`src/rtl/shot_ctrl.sv`:
```
// Light-gun shot controller: synchronizes and debounces the trigger, then
// sequences a blackout frame and a target frame per shot, tracking ammo.
module shot_ctrl #(
  parameter int DEBOUNCE_CYCLES = 250000,
  parameter int COOLDOWN_FRAMES = 30,
  parameter int AMMO            = 3
) (
  input  logic       i_clk,
  input  logic       i_reset,
  input  logic       i_trigger,
  input  logic       i_reload,
  input  logic [9:0] i_row_count,
  input  logic [9:0] i_col_count,
  output logic       o_flash_black,
  output logic       o_flash_target,
  output logic       o_shot_fired,
  output logic [1:0] o_ammo,
  output logic       o_busy
);

  localparam int DBW = (DEBOUNCE_CYCLES > 1) ? $clog2(DEBOUNCE_CYCLES) : 1;
  localparam int FCW = (COOLDOWN_FRAMES > 0) ? $clog2(COOLDOWN_FRAMES + 1) : 1;
  localparam logic [DBW-1:0] DB_LAST   = (DEBOUNCE_CYCLES > 0) ? DBW'(DEBOUNCE_CYCLES - 1) : '0;
  localparam logic [FCW-1:0] FC_LOAD   = FCW'(COOLDOWN_FRAMES);
  localparam logic [1:0]     AMMO_FULL = 2'(AMMO);

  typedef enum logic [2:0] {
    IDLE,
    ARM,
    BLACK,
    TARGET,
    COOLDOWN
  } state_t;

  state_t         r_state;
  state_t         w_next_state;
  logic [1:0]     r_sync;
  logic           w_sync;
  logic           r_db_level;
  logic           r_db_prev;
  logic [DBW-1:0] r_db_cnt;
  logic [FCW-1:0] r_frame_cnt;
  logic [FCW-1:0] w_frame_cnt_next;
  logic [1:0]     r_ammo;
  logic [1:0]     w_ammo_next;
  logic           r_flash_black;
  logic           r_flash_target;
  logic           r_shot_fired;
  logic           r_busy;
  logic           w_press;
  logic           w_frame_tick;
  logic           w_accept;

  assign w_sync       = r_sync[1];
  assign w_press      = r_db_level & ~r_db_prev;
  assign w_frame_tick = (i_row_count == 10'd0) && (i_col_count == 10'd0);
  assign w_accept     = (r_state == IDLE) && w_press && (r_ammo != 2'd0);

  // The raw trigger is asynchronous, so nothing but this flop pair may look at it.
  always_ff @(posedge i_clk or posedge i_reset) begin
    if (i_reset) begin
      r_sync <= 2'b00;
    end else begin
      r_sync <= {r_sync[0], i_trigger};
    end
  end

  always_ff @(posedge i_clk or posedge i_reset) begin
    if (i_reset) begin
      r_db_level <= 1'b0;
      r_db_prev  <= 1'b0;
      r_db_cnt   <= '0;
    end else begin
      r_db_prev <= r_db_level;
      if (w_sync != r_db_level) begin
        if (r_db_cnt == DB_LAST) begin
          r_db_level <= w_sync;
          r_db_cnt   <= '0;
        end else begin
          r_db_cnt <= r_db_cnt + DBW'(1);
        end
      end else begin
        r_db_cnt <= '0;
      end
    end
  end

  always_comb begin
    w_next_state     = r_state;
    w_frame_cnt_next = r_frame_cnt;
    case (r_state)
      IDLE: begin
        if (w_accept) w_next_state = ARM;
      end
      ARM: begin
        if (w_frame_tick) w_next_state = BLACK;
      end
      BLACK: begin
        if (w_frame_tick) w_next_state = TARGET;
      end
      TARGET: begin
        if (w_frame_tick) begin
          if (COOLDOWN_FRAMES == 0) begin
            w_next_state = IDLE;
          end else begin
            w_next_state     = COOLDOWN;
            w_frame_cnt_next = FC_LOAD;
          end
        end
      end
      COOLDOWN: begin
        if (w_frame_tick) begin
          if (r_frame_cnt <= FCW'(1)) begin
            w_next_state     = IDLE;
            w_frame_cnt_next = '0;
          end else begin
            w_frame_cnt_next = r_frame_cnt - FCW'(1);
          end
        end
      end
      default: begin
        w_next_state     = IDLE;
        w_frame_cnt_next = '0;
      end
    endcase
  end

  // Reload wins over the shot's decrement, except that a coincident shot still spends one round.
  always_comb begin
    w_ammo_next = r_ammo;
    if (i_reload) begin
      w_ammo_next = w_accept ? (AMMO_FULL - 2'd1) : AMMO_FULL;
    end else if (w_accept) begin
      w_ammo_next = r_ammo - 2'd1;
    end
  end

  always_ff @(posedge i_clk or posedge i_reset) begin
    if (i_reset) begin
      r_state        <= IDLE;
      r_frame_cnt    <= '0;
      r_ammo         <= AMMO_FULL;
      r_flash_black  <= 1'b0;
      r_flash_target <= 1'b0;
      r_shot_fired   <= 1'b0;
      r_busy         <= 1'b0;
    end else begin
      r_state        <= w_next_state;
      r_frame_cnt    <= w_frame_cnt_next;
      r_ammo         <= w_ammo_next;
      r_flash_black  <= (w_next_state == BLACK);
      r_flash_target <= (w_next_state == TARGET);
      r_shot_fired   <= w_accept;
      r_busy         <= (w_next_state != IDLE);
    end
  end

  assign o_flash_black  = r_flash_black;
  assign o_flash_target = r_flash_target;
  assign o_shot_fired   = r_shot_fired;
  assign o_ammo         = r_ammo;
  assign o_busy         = r_busy;

endmodule

```
`config.mk`:
```
export PLATFORM = sky130hd
export DESIGN_NAME = shot_ctrl
export DESIGN_NICKNAME = d
export VERILOG_FILES = /design/src/rtl/shot_ctrl.sv
export SDC_FILE = /design/constraint.sdc
export NUM_CORES = 1
export LEC_CHECK = 0
export BUFFER_PORTS_ARGS = -buffer_cell sky130_fd_sc_hd__buf_2
export CAP_MARGIN = 20
export CELL_PAD_IN_SITES_DETAIL_PLACEMENT = 0
export CELL_PAD_IN_SITES_GLOBAL_PLACEMENT = 1
export CORE_UTILIZATION = 43
export CTS_CLUSTER_SIZE = 25
export DETAILED_ROUTE_END_ITERATION = 8
export PLACE_DENSITY_LB_ADDON = 0.05
export SYNTH_ARGS = -nofsm -noshare
export SYNTH_HDL_FRONTEND = slang
export SYNTH_SLANG_ARGS = --single-unit
```
`constraint.sdc`:
```
create_clock -name i_clk -period 2.4 [get_ports i_clk]
set_clock_uncertainty 0.05 [all_clocks]
set_input_delay 0.24 -clock i_clk [delete_from_list [all_inputs] [get_ports i_clk]]
set_output_delay 0.24 -clock i_clk [all_outputs]
set_load 0.01 [all_outputs]
```
After elaboration in Yosys (flattened, before gate mapping)
Cells that the tools add are included.
{ "op_classes": {"n_bitwise": 3, "eq_ne": 10, "n_reduce_logical": 12, "muxes": 16, "n_lt_le_gt_ge": 1, "add_sub_neg": 3} }
{ "op_table": {"columns": ["operator", "count"], "rows": [
  ["18-bit 2-to-1 mux", 2],
  ["10-bit zero test", 2],
  ["18-bit by 1-bit adder with 18-bit output (second input constant)", 1],
  ["18-bit == test (second input constant)", 1],
  ["3-bit 2-to-1 mux", 6],
  ["5-bit 2-to-1 mux", 3],
  ["3-bit case mux with 5 select lines", 1],
  ["5-bit case mux with 3 select lines", 1],
  ["3-bit by 2-bit == test with 1-bit output (second input constant)", 4],
  ["5-bit by 1-bit less-or-equal comparator with 1-bit output (second input constant)", 1],
  ["5-bit by 1-bit subtractor with 5-bit output (second input constant)", 1],
  ["2-bit 2-to-1 mux", 2],
  ["2-bit inequality test (second input constant)", 2],
  ["2-bit nonzero test", 2],
  ["3-bit by 1-bit == test with 1-bit output (second input constant)", 1],
  ["3-bit == test (second input constant)", 1],
  ["1-bit logical AND", 3],
  ["3-bit zero test", 1],
  ["3-bit AND reduction", 1],
  ["3-bit nonzero test", 1],
  ["3-bit OR reduction", 1],
  ["1-bit inverter", 2],
  ["2-bit AND reduction", 1],
  ["2-bit by 1-bit subtractor with 2-bit output (second input constant)", 1],
  ["other kinds (3)", 3]
]} }
{ "word_totals": {"register_bits": 36, "out_inout_bits": 6, "input_bits": 24} }

Depth between registers and ports, before layout
Gate-level depths: netlist of the first run.
{ "depth": {"ltp_word": 7, "mapped_depth": 7, "depth_no_buf": 7} }

Worst setup path after synthesis of the first run
Ideal clock, no wire load.
{ "synth_timing": {"kind": "flip-flop to flip-flop", "startpoint": "reg r_db_cnt[11]", "endpoint": "reg r_db_cnt[11]", "arrival_ns": 1.549, "path_slack_ns": 0.682, "path_buffers": 2, "setup_time_ns": 0.118, "path_stages_with_launch": 8, "t_required_ns": 2.232, "path_cell_list": "dfrtp_1 -> nor4_1 -> nand4_1 -> nor4_1 -> or2_1 -> buf_4 -> buf_4 -> nor2_1"} }
{ "synth_via": {"elab_chain_len": 3} }
{ "synth_rtl": {"columns": ["element", "line_no", "rtl"], "rows": [
  ["from (decl)", "41", "logic [DBW-1:0] r_db_cnt;"],
  ["from (signal assigned)", "80", "r_db_cnt <= r_db_cnt + DBW'(1);"],
  ["18-bit by 1-bit adder with 18-bit output / 18-bit == test (equally long branches)", "80, 76", null],
  ["18-bit 2-to-1 mux *", "76", "if (r_db_cnt == DB_LAST) begin"],
  ["18-bit 2-to-1 mux *", "75", "if (w_sync != r_db_level) begin"]
]} }
Mark *: on every way between the ends. The rest lies on a longest branch, timed or not.
A chain may end at the register's enable or synchronous reset.

Worst setup path in the final report of the first run
{ "layout_timing": {"startpoint": "reg r_db_cnt[11]", "endpoint": "reg r_db_cnt[8]"} }
{ "layout_via": {"elab_chain_len": 3} }
{ "layout_rtl": {"columns": ["element", "line_no"], "rows": [
  ["18-bit == test", "76"],
  ["18-bit 2-to-1 mux", "76"],
  ["18-bit 2-to-1 mux", "75"]
]} }
Every way passes these cells.

==> flow_summary.json, run 1 <==
{
  "area_growth_pct": 14.54,
  "die_area_um2": 4735,
  "dpl.hpwl_mm": 2.651,
  "crit_start": "r_db_cnt[11]$_DFF_PP0_",
  "syn_inst": 192,
  "ios": 30,
  "via_per_inst": 5.467,
  "synth-xor-area-share": 0.08670,
  "fp.dieW_um": 68.81,
  "max_stage_delay_ps": 430,
  "wl_mm": 3.713,
  "failed_checks": "hold timing",
  "track_usage": 0.1831,
  "drc": 0,
  "syn-num-nets": 220,
  "cp_max_fo": 15,
  "fmax_mhz": 519.4,
  "leakage_nw": 1.019,
  "coreArea_um2": 4144,
  "relSlewSlack": 0.7026,
  "grt_max_degree": 37,
  "yosys_warnings": 0,
  "ys_seq_elements": 36,
  "grt_pass1_wl_mm": 6.182,
  "cts_hold_buf": 1,
  "synthArstFlopShare": 1.000,
  "cts_tree": "done",
  "cts.path.max_buffers": 2,
  "min_period_ps": 1925,
  "setup_viol": 0,
  "cts-root-buf": "clkbuf_8",
  "cp_slowest_cell": "dfrtp_1",
  "syn_avg_cell_area_um2": 9.997,
  "yosys.area_share.simple": 0.2366,
  "tns_ps": 0,
  "die_height_um": 68.81,
  "drt_iter0_drc": 104,
  "tightest_slew_ps": 446.1,
  "endpoint_kind": "register",
  "status": "finished with violations",
  "arrival_ps": 2050,
  "numCtsBuffers": 5,
  "synth_edf_count": 0,
  "clk_latency_ps": 290,
  "slew_violations": 0,
  "grt_setup_unrepaired": "false",
  "clock-sinks": 36,
  "yosys.area_share.adder": 0.02608,
  "nets": 253,
  "cellPowerDensity_nw_per_um2": 520.2,
  "dr.pass1.iters": 4,
  "antenna_found_initial": 0,
  "cts_setup_buffers": 0,
  "worstPathCellList": "nor4_1, nand4_1, nor4_1, or2_1, buf_4, nor2_1",
  "r2r-start": "r_db_cnt[11]$_DFF_PP0_",
  "hold_violations": 1,
  "fin_hold_ws_ps": -0.8231,
  "synth-main-ff-cell": "dfrtp_1",
  "muxShareOfSynthArea": 0.005867,
  "crit_type": "register to register",
  "placed_cell_area_um2": 2088,
  "layout-drive-gt1-share": 0.2434,
  "start_util": 0.4632,
  "grt_pass1_vias": 1424,
  "place_congestion": 0.7708,
  "grt_overflow": 0,
  "start_kind": "register",
  "synth_top_family_by_area": "simple AND/OR/NAND/NOR gates",
  "num_vias": 1509,
  "num_antenna_cells": 0,
  "fin_area_um2": 2198,
  "wire_per_inst_um": 13.45,
  "hold_path.class": "input pin to async pin",
  "ir_drop_mv": 0.2856,
  "cp_common_cell": "nor4_1",
  "syn_area_um2": 1919,
  "synth_compound_area_frac": 0.1186,
  "clk_pin_slew_ps": 70,
  "ant_nets": 0,
  "row_count": 23,
  "cts_resized": 0,
  "drv_cap": 0,
  "cts.htree.levels": 2,
  "seq_area_frac_synth": 0.4707,
  "cp_data_required_time_ps": 2520,
  "synth_cell_type_count": 48,
  "finalCritPeriodShare": 0.8022,
  "io_buffer_count": 29
}
## layer usage
metal / wire length, um / track usage / up-vias / share of wire
met5: 0 / 0 / - / 0
met4: 85 / 0.08673 / 0 / 0.023
met1: 1688 / 0.2115 / 725 / 0.45
li1: - / - / 744 / -
met2: 1810 / 0.3186 / 28 / 0.49
met3: 128 / 0.04276 / 12 / 0.034
## registers in the layout, indices dropped and copies added, names as in the netlist
register,cells
r_db_prev,1
o_ammo,2
o_flash_target,1
r_db_level,1
o_busy,1
o_flash_black,1
r_sync,2
r_db_cnt,18
r_state,3
o_shot_fired,1
r_frame_cnt,5
## path summary, 6_finish.rpt
check | slack [ps] | end | cells after the start
min in group i_clk | 110 | o_ammo[1]$_DFFE_PP1P_ | 2
min reg2reg | 320 | r_sync[1]$_DFF_PP0_ | 0
max reg2reg | 470 | r_db_cnt[8]$_DFF_PP0_ | 6
min | -0.8 | r_sync[0]$_DFF_PP0_ | 3
max in group asynchronous | 1970 | o_ammo[1]$_DFFE_PP1P_ | 3
max | 470 | r_db_cnt[8]$_DFF_PP0_ | 6
## layout make-up
type	instances	area, um2
Inverter	10	37.54
Clock buffer	8	100.1
Sequential cell	36	903.4
Timing Repair Buffer	34	185.2
Fill cell	381	1946
Tap cell	50	62.56
Multi-Input combinational cell	138	909.6
## critical path, delay by kind of cell (launching register included)
kind          cells  cell delay (ps)
simple gates      5             1110
flops             1              430
buf+inv           1              220
## synth_stat cells, types with 2 or more instances
master	count	share of area
ha_1	4	0.026
buf_4	2	0.0078
nor3_1	3	0.0078
o211ai_1	4	0.016
o22ai_1	2	0.0065
nand4_1	8	0.026
nor2_1	31	0.061
dfrtp_1	34	0.44
clkbuf_1	2	0.0039
or4_4	2	0.012
a21oi_1	4	0.010
nand2_1	10	0.020
o21ai_0	3	0.0078
inv_1	10	0.020
xor2_1	12	0.055
a31oi_1	3	0.0098
and4_1	2	0.0091
a211o_1	2	0.0091
a211oi_2	2	0.013
nand3b_1	2	0.0078
or3_1	3	0.0098
nand3_1	10	0.026
nor4_1	5	0.016
dfstp_2	2	0.027
xnor2_1	7	0.032
## cells in the final DEF (no fill, tap or decap), types with 5 or more instances in the layout
cell type,instances
buf_2,29
clkbuf_8,7
dfrtp_1,34
inv_1,10
nand2_1,10
nand3_1,10
nand4_1,8
nor2_1,31
nor4_1,5
xnor2_1,7
xor2_1,12
## logic make-up after synthesis
logic type,after synthesis
multiplexers,1
AO/OA/AOI/OAI,29
adder cells (fa/ha/maj),4
XOR/XNOR,19
AND/OR/NAND/NOR,85
flip-flops,36
buffers and inverters,18
## report_power, final
group | internal [mW] | switching (mW) | leakage [nW]
Combinational | 0.0231 | 0.0271 | 0.489
Sequential | 0.612 | 0.00469 | 0.479
Clock | 0.262 | 0.214 | 0.0515
Total | 0.898 | 0.246 | 1.02
## stage by stage
| stage | utilization | power [mW] | cells | worst slack (ps) |
|---|---|---|---|---|
| finish | 0.5305 | 1.143 | 276 | 474.6 |
| detailed placement | 0.5039 | 0.6784 | 267 | 490.6 |
| global route | 0.5305 | 1.182 | 276 | 280.8 |
| CTS | 0.5305 | 1.154 | 276 | 478.5 |
| floorplan | - | 0.6529 | 192 | 682.5 |
| global placement | 0.5039 | 0.6759 | 267 | 564.3 |
No activity file was read; power rests on OpenSTA's default activity.
==> run 2: changes to the inputs <==
--- a/config.mk
+++ b/config.mk
@@ -5,11 +5,12 @@
 export SDC_FILE = /design/constraint.sdc
 export NUM_CORES = 1
 export LEC_CHECK = 0
+export ABC_AREA = 1
 export BUFFER_PORTS_ARGS = -buffer_cell sky130_fd_sc_hd__buf_2
 export CAP_MARGIN = 20
 export CELL_PAD_IN_SITES_DETAIL_PLACEMENT = 0
 export CELL_PAD_IN_SITES_GLOBAL_PLACEMENT = 1
-export CORE_UTILIZATION = 43
+export CORE_UTILIZATION = 41
 export CTS_CLUSTER_SIZE = 25
 export DETAILED_ROUTE_END_ITERATION = 8
 export PLACE_DENSITY_LB_ADDON = 0.05
==> constraint.sdc (replaced) <==
create_clock -name i_clk -period 2 [get_ports i_clk]
set_clock_uncertainty 0.05 [all_clocks]
set_input_delay 0.2 -clock i_clk [delete_from_list [all_inputs] [get_ports i_clk]]
set_output_delay 0.2 -clock i_clk [all_outputs]
set_load 0.01 [all_outputs]
==> flow_summary.json, run 2 <==
{
  "status": "completed",
  "grt_setup_unrepaired": "false",
  "row_count": 24,
  "synth-main-ff-cell": "dfrtp_1",
  "hp-start": "i_reload",
  "hold_path.class": "input pin to register",
  "setup_viol": 0,
  "start_kind": "register",
  "multi_input_area_um2": 888.4,
  "cp_slowest_cell": "dfstp_2",
  "io_buffer_count": 29,
  "seq_area_um2": 903.4,
  "clk_pin_slew_ps": 70,
  "place_congestion": 0.7472,
  "synth_edf_count": 0,
  "ir_drop_mv": 0.4258,
  "ys_seq_elements": 36,
  "slew_violations": 0,
  "numCtsBuffers": 5,
  "clockPowerShare": 0.397,
  "synth_top_cell_area_share": 0.4442,
  "antenna_found_initial": 0,
  "cts-root-buf": "clkbuf_8",
  "crit_type": "register to register",
  "synthArstFlopShare": 1.000,
  "fmax_mhz": 628.4,
  "relSlewSlack": 0.7028,
  "die_area_um2": 4950,
  "arrival_ps": 1720,
  "cellPowerDensity_nw_per_um2": 594.0,
  "power_frac_seq": 0.556,
  "seq_area_frac_synth": 0.4716,
  "synth_most_common_cell": "nor2_1",
  "nets": 314,
  "drv_cap": 0,
  "wl_mm": 3.928,
  "worstPathCellList": "inv_1, ha_1, inv_1, nand4_1, nand2_1, nand3_1, inv_1, nor2_1",
  "ios": 30,
  "max_stage_delay_ps": 540,
  "synth_area_leader_cell": "dfrtp_1",
  "dpl.hpwl_mm": 2.955,
  "grt_overflow": 0,
  "grt_pass1_wl_mm": 6.975,
  "ant_nets": 0,
  "cts_setup_buffers": 0,
  "crit_start": "o_ammo[0]$_DFFE_PP1P_",
  "fp.dieW_um": 70.36,
  "tns_ps": 0,
  "critPathTopFamily": "flip-flops",
  "combPwrFrac": 0.048,
  "num_antenna_cells": 0,
  "reg2reg_depth": 8,
  "cp_data_required_time_ps": 2130,
  "dr.pass1.iters": 4,
  "cp_max_fo": 5,
  "whs_path_depth": 3,
  "synth_cell_type_count": 25,
  "grt_max_degree": 37,
  "endpoint_kind": "register",
  "cp_common_cell": "inv_1",
  "syn_area_um2": 1916,
  "die_height_um": 70.36,
  "setup_slack_ps": 408.5,
  "final_cell_mix": "nor2_1, nand2_1, dfrtp_1",
  "switching_share": 0.2163,
  "wire_per_inst_um": 11.59,
  "p_total_mw": 1.332,
  "cp_num_cells": 8,
  "cts_resized": 0,
  "final_cells": 339,
  "start_util": 0.4340,
  "via_per_inst": 4.752,
  "clk_latency_ps": 280,
  "clock-sinks": 36,
  "synthTopCellsByArea": "dfrtp_1, nor2_1, nand2_1",
  "fillerInstances": 454,
  "syn-num-nets": 275,
  "p_sw_uw": 288.2,
  "track_usage": 0.1818,
  "syn_inst": 247,
  "placed_cell_area_um2": 2133,
  "critPathBufInv": 3,
  "drt_iter0_drc": 42,
  "fin_hold_ws_ps": 88.54,
  "hold_violations": 0,
  "cts.htree.levels": 2,
  "drc": 0,
  "p_int_mw": 1.044,
  "finalCritPeriodShare": 0.7957,
  "cts_hold_buf": 2,
  "syn_avg_cell_area_um2": 7.755,
  "num_vias": 1611,
  "tightest_slew_ps": 445.9,
  "regMostFlops": "r_db_cnt",
  "largest_register_ffs": 18,
  "synthTopCellsByCount": "nor2_1, nand2_1, dfrtp_1",
  "layout_commonest_cell": "nor2_1",
  "placed_cells": 329,
  "grt_pass1_vias": 1590,
  "layout-drive-gt1-share": 0.1812,
  "largestRegisters": "r_db_cnt x18, r_frame_cnt x5, r_state x3",
  "leakage_nw": 1.114,
  "min_period_ps": 1591,
  "coreArea_um2": 4414,
  "post-place-ws_ps": 400.8,
  "r2r-start": "o_ammo[0]$_DFFE_PP1P_",
  "fin_util": 0.5082,
  "area_growth_pct": 17.11,
  "fin_area_um2": 2243,
  "cts.path.max_buffers": 2,
  "yosys_warnings": 0,
  "cts_tree": "done"
}
-- run 2: final timing paths --
kind	slack, ps	endpoint
setup / recovery	410	o_flash_black$_DFF_PP0_
hold / removal	90	o_ammo[1]$_DFFE_PP1P_
setup reg to reg	410	o_flash_black$_DFF_PP0_
hold reg to reg	300	r_sync[1]$_DFF_PP0_
max in group asynchronous	1050	o_ammo[0]$_DFFE_PP1P_
min in group asynchronous	500	r_db_cnt[5]$_DFF_PP0_
-- run 2: layer usage --
metal,part of all wire,global-route usage,vias to the layer above
met3,0.029,0.04473,9
met5,0,0,-
met2,0.48,0.3090,20
met1,0.47,0.2155,724
li1,-,-,858
met4,0.024,0.08222,0
-- run 2: cell type report --
cell class	instances	share of cell area
repair buffers	32	0.07697
flip-flops and latches	36	0.4027
well taps	52	0.02900
clock buffers	8	0.04016
multi-input cells	178	0.3960
inverters	33	0.05521
-- run 2: cell families after synthesis --
| group | count (synthesis) | share of synthesized area |
|---|---|---|
| compound gates | 19 | 0.05357 |
| fa+ha+maj | 4 | 0.02613 |
| simple gates | 144 | 0.3338 |
| buf+inv | 33 | 0.06466 |
| flops | 36 | 0.4716 |
| xor+xnor | 11 | 0.05030 |
-- run 2: tightest hold or removal path: stages --
cell     delay, ps
buf_2           90
a21oi_1         30
o21ai_0         70
-- run 2: power by group through the flow --
stage,clock network [mW],logic (mW),registers [mW]
after floorplan,0,0.0304,0.753
after global placement,0,0.0615,0.754
after detailed placement,0,0.0621,0.754
after CTS,0.547,0.0653,0.741
after global routing,0.576,0.0750,0.741
final,0.528,0.0633,0.741
==> run 3: changes to the inputs <==
--- a/config.mk
+++ b/config.mk
@@ -5,12 +5,12 @@
 export SDC_FILE = /design/constraint.sdc
 export NUM_CORES = 1
 export LEC_CHECK = 0
-export ABC_AREA = 1
+export ABC_AREA = 0
 export BUFFER_PORTS_ARGS = -buffer_cell sky130_fd_sc_hd__buf_2
 export CAP_MARGIN = 20
 export CELL_PAD_IN_SITES_DETAIL_PLACEMENT = 0
 export CELL_PAD_IN_SITES_GLOBAL_PLACEMENT = 1
-export CORE_UTILIZATION = 41
+export CORE_UTILIZATION = 43
 export CTS_CLUSTER_SIZE = 25
 export DETAILED_ROUTE_END_ITERATION = 8
 export PLACE_DENSITY_LB_ADDON = 0.05
==> constraint.sdc (replaced) <==
create_clock -name i_clk -period 1.6 [get_ports i_clk]
set_clock_uncertainty 0.05 [all_clocks]
set_input_delay 0.16 -clock i_clk [delete_from_list [all_inputs] [get_ports i_clk]]
set_output_delay 0.16 -clock i_clk [all_outputs]
set_load 0.01 [all_outputs]
==> flow_summary.json, run 3 (synthesis gave the netlist of run 1 again) <==
{
  "status": "finished with violations",
  "failed_checks": "setup timing",
  "slew_violations": 0,
  "clk_pin_slew_ps": 70,
  "start_kind": "register",
  "drv_cap": 0,
  "num_vias": 1614,
  "fmax_mhz": 621.9,
  "whs_path_depth": 2,
  "die_area_um2": 4735,
  "cts.htree.levels": 2,
  "arrival_ps": 1760,
  "grt_max_degree": 37,
  "die_height_um": 68.81,
  "finalCritPeriodShare": 1.005,
  "ant_nets": 0,
  "cp_data_required_time_ps": 1750,
  "ir_drop_mv": 0.4090,
  "clk_latency_ps": 280,
  "io_buffer_count": 29,
  "layout_commonest_cell": "dfrtp_1",
  "via_per_inst": 5.344,
  "regMostFlops": "r_db_cnt",
  "cp_slowest_cell": "dfrtp_2",
  "cp_num_cells": 5,
  "largest_register_ffs": 18,
  "grt_pass1_wl_mm": 6.775,
  "dr.pass1.iters": 4,
  "fin_util": 0.6045,
  "fp.dieW_um": 68.81,
  "cts.path.max_buffers": 2,
  "max_stage_delay_ps": 440,
  "rr_endpoint": "r_frame_cnt[4]$_DFFE_PP0P_",
  "critical_path.endpoint": "r_frame_cnt[4]$_DFFE_PP0P_",
  "layout-drive-gt1-share": 0.3611,
  "cellPowerDensity_nw_per_um2": 754.6,
  "critPathBufInv": 0,
  "hold_path.class": "input pin to register",
  "setup_viol": 5,
  "r2r_slack_ps": -8,
  "wire_per_inst_um": 13.87,
  "row_count": 23,
  "nets": 279,
  "worstPathCellList": "ha_4, o21ai_2, nand4_1, or4_1, o211ai_1",
  "place_congestion": 0.8200,
  "drc": 0,
  "critPathTopFamily": "simple AND/OR/NAND/NOR gates",
  "num_antenna_cells": 0,
  "cts-root-buf": "clkbuf_8",
  "fin_hold_ws_ps": 29.91,
  "ios": 30,
  "cts_tree": "done",
  "tightest_slew_ps": 447.5,
  "met2_usage": 0.3529,
  "track_usage": 0.1957,
  "area_growth_pct": 30.51,
  "fin_area_um2": 2505,
  "crit_type": "register to register",
  "reg2reg_depth": 5,
  "grt_busiest_layer": "met2",
  "antenna_found_initial": 0,
  "p_total_mw": 1.890,
  "dpl.hpwl_mm": 3.004,
  "drt_iter0_drc": 57,
  "final_cell_mix": "dfrtp_1, nor2_1, buf_2",
  "coreArea_um2": 4144,
  "relSlewSlack": 0.7016,
  "start_util": 0.4632,
  "endpoint_kind": "register",
  "grt_setup_unrepaired": "true",
  "hp-start": "i_reload",
  "leakage_nw": 1.192,
  "cp_max_fo": 4,
  "placed_cell_area_um2": 2276,
  "grtUsageMet1": 0.2091,
  "min_period_ps": 1608,
  "grt_overflow": 0,
  "wl_mm": 4.188,
  "setup_slack_ps": -8.027,
  "clock-sinks": 36,
  "tns_ps": -15.38,
  "numCtsBuffers": 5,
  "grt_pass1_vias": 1671,
  "hold_violations": 0,
  "grtUsageMet3": 0.04770,
  "fillerInstances": 370,
  "r2r-start": "r_frame_cnt[0]$_DFFE_PP0P_",
  "crit_start": "r_frame_cnt[0]$_DFFE_PP0P_",
  "largestRegisters": "r_db_cnt x18, r_frame_cnt x5, r_state x3"
}
==> run 3: cell count changes in the layout (fill, tap and decap cells not counted), moves of 6 or more <==
cell | before | now
nand2_1 | 43 | 10
nor2_1 | 60 | 30
buf_4 | 1 | 27
inv_1 | 30 | 9
o21ai_0 | 12 | 3
nand3_1 | 16 | 10
==> run 3: what timing repair did <==
| action | 4_1_cts | 5_1_grt |
|---|---|---|
| gates cloned | 0 | 1 |
| resized for setup | 3 | 7 |
| pin swaps | 5 | 6 |
| setup endpoints to repair | 19 | 25 |
| endpoints found under the hold margin | 35 | 0 |
| setup buffers | 0 | 2 |
| hold buffers | 2 | 0 |
==> run 3: worst min path at each step <==
| stage | end | slack (ps) |
|---|---|---|
| 6_report | o_ammo[1]$_DFFE_PP1P_ | 30 |
| 5_1_grt | o_ammo[1]$_DFFE_PP1P_ | 40 |
| 2_1_floorplan | r_sync[0]$_DFF_PP0_ | 140 |
| 3_3_place_gp | r_sync[0]$_DFF_PP0_ | 220 |
| 4_1_cts | o_ammo[1]$_DFFE_PP1P_ | 20 |
| 3_5_place_dp | r_sync[0]$_DFF_PP0_ | 220 |
==> run 3: area by class of cell <==
cell class                 count  area (um2)  area share
sequential                    36       904.6      0.3611
clock buffer                   7       96.34     0.03846
timing repair buffer          60       412.9      0.1648
clock inverter                 1       30.03     0.01199
multi-input combinational    138       960.9      0.3836
inverter                      10       37.54     0.01499
tap                           50       62.56     0.02498
==> run 3: power breakdown <==
group	leakage [nW]	switching, mW	internal, mW	total, mW
combinational	0.649	0.0453	0.0511	0.0964
sequential	0.478	0.00524	0.918	0.924
clock	0.0645	0.320	0.550	0.870
==> run 3: per-layer routing <==
layer	vias to the layer above	share of wire	wire, um
met5	-	0	0
met1	778	0.41	1713
met2	34	0.53	2236
li1	792	-	-
met3	10	0.038	161
met4	0	0.018	77
==> run 3: through the flow <==
| step | setup slack (ps) | std cells |
|---|---|---|
| floorplan | 16.05 | 192 |
| global placement | -68.88 | 289 |
| detailed placement | -96.79 | 289 |
| CTS | -26.37 | 299 |
| global route | -103.2 | 302 |
| finish | -8.027 | 302 |
